===== src/rtl/div_arbiter.sv =====
// Round-robin arbiter sharing one div_fast divider among N_REQ requesters.
// Optional DIV_ARB_ZERO_BYPASS_EN: zero divisors saturate locally without starting the divider.
module div_arbiter #(
  parameter int N_REQ    = 4,
  parameter int D_W      = 16,
  parameter int FRAC_BIT = 13,
  localparam int ID_W    = $clog2(N_REQ)
) (
  input  logic                   I_CLK,
  input  logic                   I_RST,
  input  logic [N_REQ-1:0]       I_REQ,
  input  logic [N_REQ*D_W-1:0]   I_DIVIDEND,
  input  logic [N_REQ*D_W-1:0]   I_DIVISOR,
  output logic [N_REQ-1:0]       O_GNT,
  output logic                   O_RES_VLD,
  output logic [ID_W-1:0]        O_RES_ID,
  output logic [D_W-1:0]         O_QUOTIENT,
  output logic                   O_DIV_START,
  output logic [D_W-1:0]         O_DIV_DIVIDEND,
  output logic [D_W-1:0]         O_DIV_DIVISOR,
  input  logic [D_W-1:0]         I_DIV_QUOTIENT,
  input  logic                   I_DIV_VLD
);

  if (FRAC_BIT >= D_W) begin : g_frac_bit_too_wide
  end

  typedef enum logic [1:0] {
    S_IDLE,
    S_RUN,
    S_DONE
  } state_t;

  state_t          state;
  state_t          state_nxt;
  logic [ID_W-1:0] last_id;
  logic [ID_W-1:0] win_id;
  logic            win_vld;
  logic            xfer;
  logic [D_W-1:0]  win_dvd;
  logic [D_W-1:0]  win_dvs;

  // Search upward from last_id+1 so the lowest offset wins.
  always_comb begin
    win_vld = 1'b0;
    win_id  = '0;
    for (int k = N_REQ; k >= 1; k--) begin
      int              s;
      logic [ID_W-1:0] idx;
      s = int'(last_id) + k;
      if (s >= N_REQ) s = s - N_REQ;
      idx = ID_W'(s);
      if (I_REQ[idx]) begin
        win_vld = 1'b1;
        win_id  = idx;
      end
    end
  end

  always_comb begin
    win_dvd = '0;
    win_dvs = '0;
    for (int i = 0; i < N_REQ; i++) begin
      if (win_id == ID_W'(i)) begin
        win_dvd = I_DIVIDEND[i*D_W +: D_W];
        win_dvs = I_DIVISOR[i*D_W +: D_W];
      end
    end
  end

  assign xfer = (state == S_IDLE) && win_vld;

`ifdef DIV_ARB_ZERO_BYPASS_EN
  logic           zero_div;
  logic [D_W-1:0] sat_q;

  assign zero_div = xfer && (win_dvs == '0);

  always_comb begin
    sat_q = '0;
    if (win_dvd != '0)
      sat_q = win_dvd[D_W-1] ? {1'b1, {(D_W-1){1'b0}}}
                             : {1'b0, {(D_W-1){1'b1}}};
  end
`endif

  always_comb begin
    state_nxt   = state;
    O_GNT       = '0;
    O_DIV_START = 1'b0;
    O_RES_VLD   = 1'b0;
    O_RES_ID    = last_id;
    unique case (state)
      S_IDLE: begin
        for (int i = 0; i < N_REQ; i++)
          O_GNT[i] = win_vld && (win_id == ID_W'(i));
        if (xfer) begin
`ifdef DIV_ARB_ZERO_BYPASS_EN
          state_nxt = zero_div ? S_DONE : S_RUN;
`else
          state_nxt = S_RUN;
`endif
        end
      end
      S_RUN: begin
        O_DIV_START = 1'b1;
        if (I_DIV_VLD) state_nxt = S_DONE;
      end
      S_DONE: begin
        O_RES_VLD = 1'b1;
        state_nxt = S_IDLE;
      end
      default: state_nxt = S_IDLE;
    endcase
  end

  always_ff @(posedge I_CLK) begin
    if (I_RST) begin
      state          <= S_IDLE;
      last_id        <= ID_W'(N_REQ - 1);
      O_QUOTIENT     <= '0;
      O_DIV_DIVIDEND <= '0;
      O_DIV_DIVISOR  <= '0;
    end else begin
      state <= state_nxt;
      if (xfer) begin
        last_id        <= win_id;
        O_DIV_DIVIDEND <= win_dvd;
        O_DIV_DIVISOR  <= win_dvs;
`ifdef DIV_ARB_ZERO_BYPASS_EN
        if (zero_div) O_QUOTIENT <= sat_q;
`endif
      end
      if (state == S_RUN && I_DIV_VLD)
        O_QUOTIENT <= I_DIV_QUOTIENT;
    end
  end

endmodule


===== config.mk =====
export PLATFORM = sky130hd
export DESIGN_NAME = div_arbiter
export DESIGN_NICKNAME = d
export VERILOG_FILES = /design/src/rtl/div_arbiter.sv
export SDC_FILE = /design/constraint.sdc
export NUM_CORES = 1
export LEC_CHECK = 0
export CAP_MARGIN = 15
export CORE_ASPECT_RATIO = 0.7
export CORE_MARGIN = 2
export CORE_UTILIZATION = 30
export DETAILED_ROUTE_END_ITERATION = 8
export GPL_TIMING_DRIVEN = 0
export PLACE_DENSITY_LB_ADDON = 0.05
export SETUP_SLACK_MARGIN = 0.05
export SLEW_MARGIN = 10
export SYNTH_ARGS = -nofsm -noshare
export SYNTH_HDL_FRONTEND = slang
export SYNTH_SLANG_ARGS = --single-unit

===== constraint.sdc =====
create_clock -name I_CLK -period 5.8 [get_ports I_CLK]
set_clock_uncertainty 0.2 [all_clocks]
set_input_delay 1.45 -clock I_CLK [delete_from_list [all_inputs] [get_ports I_CLK]]
set_output_delay 1.45 -clock I_CLK [all_outputs]
set_load 0.05 [all_outputs]

# Word-level counts from Yosys, hierarchy flattened
# Index checks and enable logic that the tools add are counted.
[op_classes]
eq_ne = 7
muxes = 34
reduce_logical = 9
n_lt_le_gt_ge = 8
addsub = 8
[op_table]
columns = ["cell", "n"]
rows = [
  ["$mux 16", 8],
  ["$mux 2", 10],
  ["$lt 2x3->1 const B", 4],
  ["$mux 1", 10],
  ["$ge 3x3->1 const B", 3],
  ["$bmux 1 s2", 4],
  ["$sub 2x1->2 const B", 4],
  ["$add 2x2->3 const B", 2],
  ["$eq 2x2->1 const B", 3],
  ["$logic_and 1x1->1", 6],
  ["$add 2x3->4 const B", 1],
  ["$eq 2x1->1 const B", 2],
  ["$ge 4x3->1 const B", 1],
  ["$logic_not 2->1", 2],
  ["$mux 4", 1],
  ["$ne 2x2->1 const B", 2],
  ["$pmux 2 s2", 1],
  ["$add 2x1->3 const B", 1],
  ["$reduce_and 2->1", 1],
]
[totals]
inputBits = 151
reg_bits = 52

# Longest topological paths before layout
# Gate-level depths: netlist of run 1.
[depth]
ltp_word = 14
ltp_mapped = 8
ltp_nobuf = 5

# Worst setup path after synthesis of run 1
# Ideal clock, no wire load.
[synth_path]
path_kind = "input port to output port"
startpoint = "in I_REQ[0]"
endpoint = "out O_GNT[0]"
n_path_buf = 2
t_required_ps = 4150
stages = 5
path_slack_ps = 1416
arrival_ps = 2734
path_cell_list = "or4_1 -> and2_1 -> buf_6 -> clkbuf_2 -> and3_1"
[synth_between]
elab_chain_len = 9
elab_cells_between_ends = 19
[synth_rtl]
columns = ["element", "line_no", "text"]
rows = [
  ["from (decl)", "11", "input logic [N_REQ-1:0] I_REQ,"],
  ["$bmux 1 s2", "53", "if (I_REQ[idx]) begin"],
  ["$mux 1 (implied by the code)", "53", ""],
  ["$mux 2 (4 in a row)", "53", ""],
  ["$logic_not 2->1", "96", "O_GNT[i] = win_vld && (win_id == ID_W'(i));"],
  ["$logic_and 1x1->1 (*)", "96", ""],
  ["$mux 4 (*)", "93", "unique case (state)"],
  ["to (decl)", "14", "output logic [N_REQ-1:0] O_GNT,"],
]
# Every way passes the cells marked *; elsewhere a longest branch is shown, timed or not. The select of a mux whose other input is x is not followed.

# Worst setup path after layout of run 1
[layout_path]
startpoint = "in I_REQ[1]"
endpoint = "out O_GNT[0]"
# The elaborated chain is that of the path after synthesis.

==> impl_metrics.yaml, run 1 <==
synth:
  syn_area_sq_um: 2818
  netlist-cell-type-count: 34
  syn-instance-count: 358
  synth.avg_cell_area_sq_um: 7.871
  ys_warn_count: 0
  ys_seq_elements: 52
  async_flop_share_pct: 0
  synth-main-ff-cell: "dfxtp_1"
  synth_seq_area_share_pct: 36.94
  syn-num-nets: 509
  synth_edf_count: 0
layout:
  fin_cells: 696
  drive_gt1_share_pct: 6.294
  post-route-util_pct: 57.12
  nNetsFinal: 722
  fillers: 864
  areaGrowthSynthToFinish_pct: 84.64
  n_antenna_cell: 0
  final_area_sq_um: 5202
timing:
  max_slew_margin_pct: 62.73
  finalCritPeriodShare_pct: 96.57
  finalSetupViolations: 0
  fmax_mhz: 178.5
  hold_viol: 0
  worst_slack_ns: 0.1987
  finalWorstPathRequiredPeriod_ns: 5.601
  worst_pin_slew_ns: 0.5591
  slew_viol_final: 0
  rsz0062_at_grt: "false"
  finalSetupTns_ns: 0
floorplanning:
  std_cell_rows: 29
  core-area_sq_um: 9107
  die_area_sq_um: 10200
  die_h_um: 85.09
  initial_core_util_pct: 30.94
  die_width_um: 119.8
  io_pins: 207
critical_path:
  cp_max_fo: 10
  arrival_ns: 3.95
  r2r_start: "O_RES_ID[0]"
  cp.required_ns: 4.15
  worstSetupEndpointType: "output pin"
  critPathKind: "input port to output pin"
  setup.worst_path.start: "I_REQ[1]"
  start_kind: "input port"
cts:
  cts_buffer_depth: 2
  clk_pin_slew_ns: 0.07
  htreeDepth: 2
  cts_num_sinks: 52
  clkLatencyLatePin_ns: 0.29
  cts_tree: "yes"
  cts_made_buffers: 5
  cts_root_buffer: "clkbuf_16"
hold_path:
  min_from: "O_QUOTIENT[11]"
  hold_class: "flip-flop to flip-flop"
route:
  routedWlPerCell_um: 17.54
  drcViolationCount: 0
  first_iter_violations: 243
  viasPerCell: 5.322
  vias: 3704
  first_pass_iters: 5
  totalWireLength_um: 12210
  antenna_left: 0
place:
  place.gp.congestion: 0.7952
  hpwl_um: 9424
  io_buffers: 206
  place_worst_setup_slack_ns: 0.02474
  dp_cells: 688
  placed_cell_area_sq_um: 5035
grt:
  grt_pass1_wl_um: 18700
  grt_pass1_vias: 3539
  gr-usage-all-layers_pct: 22.96
  grt_start_max_net_pins: 16
  grt.overflow.total: 0
  antenna_found_initial: 0
pwr:
  power.density_nw_per_um2: 273.1
  peakVddDrop_mv: 0.1193
  p_leak_uw: 0.001901
flow_run:
  cap_violations: 0
status:
  outcome: "completed"
report_power, final:
| group | switching [uW] | leakage, uW | total [uW] | internal, uW |
|---|---|---|---|---|
| combinational | 386 | 0.00139 | 655 | 269 |
| sequential | 23.1 | 0.000429 | 425 | 402 |
| clock | 138 | 0.0000808 | 341 | 203 |
| total | 546 | 0.00190 | 1420 | 875 |
state kept, by name, summed over array words and instances, names as in the netlist:
signal and cells:
O_DIV_DIVIDEND 16, O_DIV_DIVISOR 16, O_QUOTIENT 16, O_RES_ID 2
state 2
cell usage after synthesis (7+ instances only):
library cell	instances	area, sq um
o2bb2ai_1	11	96.34
dfxtp_1	52	1041
nand2_1	40	150.1
o32ai_1	11	96.34
buf_2	15	75.07
clkbuf_1	14	52.55
nand3_1	40	200.2
o21ai_1	7	35.03
o21ai_0	16	80.08
a21oi_1	41	205.2
and2_1	15	93.84
a31oi_1	32	200.2
a221oi_1	20	175.2
critical path, cell delays in order:
cell and delay (ns):
clkdlybuf4s50_1 0.62, nor2_1 0.11, o22a_1 0.28, nand2_1 0.10, buf_4 0.17, buf_2 0.24
and3_1 0.18, clkdlybuf4s50_1 0.79
placed cells by master (no fill, tap or decap), types with 5 or more instances in the layout:
cell and instances:
buf_2 15, and2_1 15, clkdlybuf4s50_1 205, nand3_1 40
a21oi_1 41, clkbuf_1 14, nor2_1 5, a31oi_1 32
o32ai_1 11, nor2b_1 5, o21ai_0 16, o21ai_1 7
clkbuf_16 5, inv_1 5, nand2_1 40, dfxtp_1 52
o2bb2ai_1 11, a221oi_1 20
routing by layer:
layer / track usage (%) / vias to the layer above / wire (um) / share of wire [%]
li1: - / 1777 / - / -
met1: 31.20 / 1736 / 5449 / 45
met5: 0 / - / 0 / 0
met2: 37.40 / 178 / 5478 / 45
met4: 4.492 / 0 / 116 / 0.95
met3: 5.645 / 13 / 1160 / 9.5
path summary, 6_finish.rpt:
path | to | slack (ns) | depth (start not counted)
max | O_GNT[0] | 0.20 | 8
min | O_QUOTIENT[11] | 0.25 | 2
max reg2reg | O_DIV_DIVIDEND[7] | 3.61 | 6
min reg2reg | O_QUOTIENT[11] | 0.25 | 2
metrics by stage:
stage	power (uW)	hold WS, ns
after floorplan	811.9	0.4752
after global placement	1081	0.2417
after detailed placement	1086	0.2465
after CTS	1429	0.2560
after global routing	1488	0.2674
final	1421	0.2550
logic make-up after synthesis:
| group | after synthesis | share of synthesized area [%] |
|---|---|---|
| muxes | 2 | 0.7105 |
| and+or+nand+nor | 112 | 19.32 |
| buffers and inverters | 43 | 7.815 |
| DFF | 52 | 36.94 |
| AOI/OAI and AO/OA | 149 | 35.21 |
what timing repair did:
action / in CTS / in global routing
endpoints found under the setup margin: 1 / 1
setup buffers: 0 / 0
resized for setup: 1 / 1
hold buffers: 0 / 0
cell type report:
class / instances / area [sq um] / area share [%]
Sequential cell: 52 / 1041 / 20.01
Inverter: 5 / 18.77 / 0.3608
Multi-Input combinational cell: 263 / 1556 / 29.92
Tap cell: 124 / 155.1 / 2.982
Clock inverter: 2 / 35.03 / 0.6734
Timing Repair Buffer: 206 / 2064 / 39.68
Clock buffer: 6 / 128.9 / 2.477
Buffer: 38 / 202.7 / 3.896
No activity file was read; power rests on OpenSTA's default activity.
==> run 2, diff against run 1 <==
--- a/config.mk
+++ b/config.mk
@@ -6,7 +6,6 @@
 export NUM_CORES = 1
 export LEC_CHECK = 0
 export CAP_MARGIN = 15
-export CORE_ASPECT_RATIO = 0.7
 export CORE_MARGIN = 2
 export CORE_UTILIZATION = 30
 export DETAILED_ROUTE_END_ITERATION = 8
==> impl_metrics.yaml, run 2 (synthesis gave the netlist of run 1 again) <==
floorplanning:
  core-area_sq_um: 9196
  std_cell_rows: 35
  die_width_um: 100.9
  die_h_um: 100.9
  io_pins: 207
  die_area_sq_um: 10180
  initial_core_util_pct: 30.64
layout:
  fin_cells: 683
  n_antenna_cell: 0
  final_common_cell: "clkdlybuf4s50_1"
  final_cell_mix: "clkdlybuf4s50_1 (206), dfxtp_1 (52), a21oi_1 (41)"
  drive_gt1_share_pct: 6.469
  reg.largest.list: "O_DIV_DIVIDEND (16), O_DIV_DIVISOR (16), O_QUOTIENT (16)"
  fillers: 885
  regArea_sq_um: 1041
  nNetsFinal: 722
  multi_input_area_sq_um: 1556
  areaGrowthSynthToFinish_pct: 81.35
grt:
  grt_start_max_net_pins: 18
  grt_pass1_vias: 3497
  antenna_found_initial: 0
  grt_pass1_wl_um: 18060
  grt.overflow.total: 0
  gr-usage-all-layers_pct: 22.35
flow_run:
  cap_violations: 0
pwr:
  p_int_uw: 757.0
  swShare_pct: 41.62
  netSwitchingPower_uw: 539.5
  combinationalPowerShare_pct: 50.3
  seq_power_share_pct: 32.8
  clock_power_share_pct: 16.9
  p_leak_uw: 0.001849
  power.density_nw_per_um2: 253.7
  peakVddDrop_mv: 0.1675
cts:
  clkLatencyLatePin_ns: 0.31
  htreeDepth: 2
  post_cts_buffers: 0
  clk_pin_slew_ns: 0.10
  cts_buffer_depth: 2
  cts_tree: "yes"
  cts_hold_buf: 0
  cts_root_buffer: "clkbuf_8"
  cts_num_sinks: 52
  cts_made_buffers: 5
place:
  place_worst_setup_slack_ns: 0.04089
  place.gp.congestion: 0.7767
  io_buffers: 206
  dp_cells: 675
  hpwl_um: 8848
route:
  totalWireLength_um: 11870
  routedWlPerCell_um: 17.37
  first_pass_iters: 4
  antenna_left: 0
  first_iter_violations: 123
  vias: 3644
  drcViolationCount: 0
  viasPerCell: 5.335
critical_path:
  start_kind: "input port"
  slowest_stage: "clkdlybuf4s50_1"
  reg2reg_to: "O_DIV_DIVIDEND[7]"
  max_stage_delay_ns: 0.71
  cp.required_ns: 4.15
  cp_max_fo: 10
  crit_chain: "clkdlybuf4s50_1 -> or4_1 -> and2_1 -> buf_6 -> clkbuf_2 -> and2_1 -> clkdlybuf4s50_1"
  r2r_setup_slack_ns: 3.65
  critPathKind: "input port to output pin"
  path_depth: 7
  crit_family: "buffers and inverters"
  critPathBufInv: 4
  setup.worst_path.start: "I_REQ[1]"
  r2r_start: "O_RES_ID[0]"
  cp-endpoint: "O_GNT[3]"
  arrival_ns: 3.93
  worstSetupEndpointType: "output pin"
  reg2regPathDepth: 6
hold_path:
  hold_class: "flip-flop to flip-flop"
timing:
  slew_viol_final: 0
  max_slew_margin_pct: 62.99
  finalSetupTns_ns: 0
  rsz0062_at_grt: "false"
  hold_viol: 0
  finalWorstPathRequiredPeriod_ns: 5.584
  worst_slack_ns: 0.2157
  finalCritPeriodShare_pct: 96.28
  worst_pin_slew_ns: 0.5551
  finalSetupViolations: 0
  fmax_mhz: 179.1
status:
  outcome: "completed"
run 2: per-stage QoR:
stage / cell area, sq um / util [%] / total power, uW / hold WS, ns
6_report: 5110 / 55.56 / 1297 / 0.2593
5_1_grt: 5110 / 55.56 / 1366 / 0.2803
4_1_cts: 5110 / 55.56 / 1308 / 0.2611
3_5_place_dp: 5019 / 54.57 / 1085 / 0.2463
3_3_place_gp: 5019 / 54.57 / 1079 / 0.2408
2_1_floorplan: 2818 / - / 811.9 / 0.4752
run 2: worst reg2reg max path: stages, from the launching register on:
cell and delay, ns:
dfxtp_1 0.46, nor2b_1 0.21, o21bai_2 0.08, a21boi_2 0.30
clkbuf_1 0.48, a221oi_1 0.17, a31oi_1 0.19
run 2: timing repair:
item,CTS,global route
resized for setup,1,0
endpoints found under the hold margin,0,0
setup endpoints to repair,1,0
run 2: routing by layer:
| metal | track usage, % | wire, um | vias up |
|---|---|---|---|
| met3 | 5.964 | 1076 | 18 |
| met5 | 0 | 0 | - |
| met4 | 6.965 | 269 | 0 |
| met1 | 28.38 | 4997 | 1684 |
| li1 | - | - | 1778 |
| met2 | 36.97 | 5521 | 164 |
run 2: power by group through the flow:
stage,Sequential (uW),Combinational [uW],Clock (uW)
6_report,425,653,219
2_1_floorplan,581,231,0
3_3_place_gp,431,648,0
4_1_cts,425,655,229
5_1_grt,430,695,240
3_5_place_dp,432,652,0
run 2: how the worst min path moves through the flow:
stage	slack, ns	end	cells after the start	startpoint
3_3_place_gp	0.24	O_QUOTIENT[0]	2	O_QUOTIENT[0]
2_1_floorplan	0.48	O_QUOTIENT[0]	2	O_QUOTIENT[0]
3_5_place_dp	0.25	O_QUOTIENT[5]	2	O_QUOTIENT[5]
5_1_grt	0.28	O_QUOTIENT[1]	2	O_QUOTIENT[1]
6_report	0.26	O_QUOTIENT[5]	2	O_QUOTIENT[5]
4_1_cts	0.26	O_QUOTIENT[5]	2	O_QUOTIENT[5]
run 2: layout make-up:
cell class | count | area share (%)
clock inverter | 3 | 0.4163
timing repair buffer | 206 | 40.35
multi-input combinational | 263 | 30.46
sequential | 52 | 20.37
buffer | 38 | 3.967
tap | 111 | 2.718
inverter | 5 | 0.3673
clock buffer | 5 | 1.347
==> run 3, diff against run 2 <==
--- a/config.mk
+++ b/config.mk
@@ -8,6 +8,7 @@
 export CAP_MARGIN = 15
 export CORE_MARGIN = 2
 export CORE_UTILIZATION = 30
+export CTS_BUF_LIST = sky130_fd_sc_hd__clkbuf_8
 export DETAILED_ROUTE_END_ITERATION = 8
 export GPL_TIMING_DRIVEN = 0
 export PLACE_DENSITY_LB_ADDON = 0.05
==> results of run 3 <==
Same layout as run 2: the final DEF is identical, and so are final timing and power.
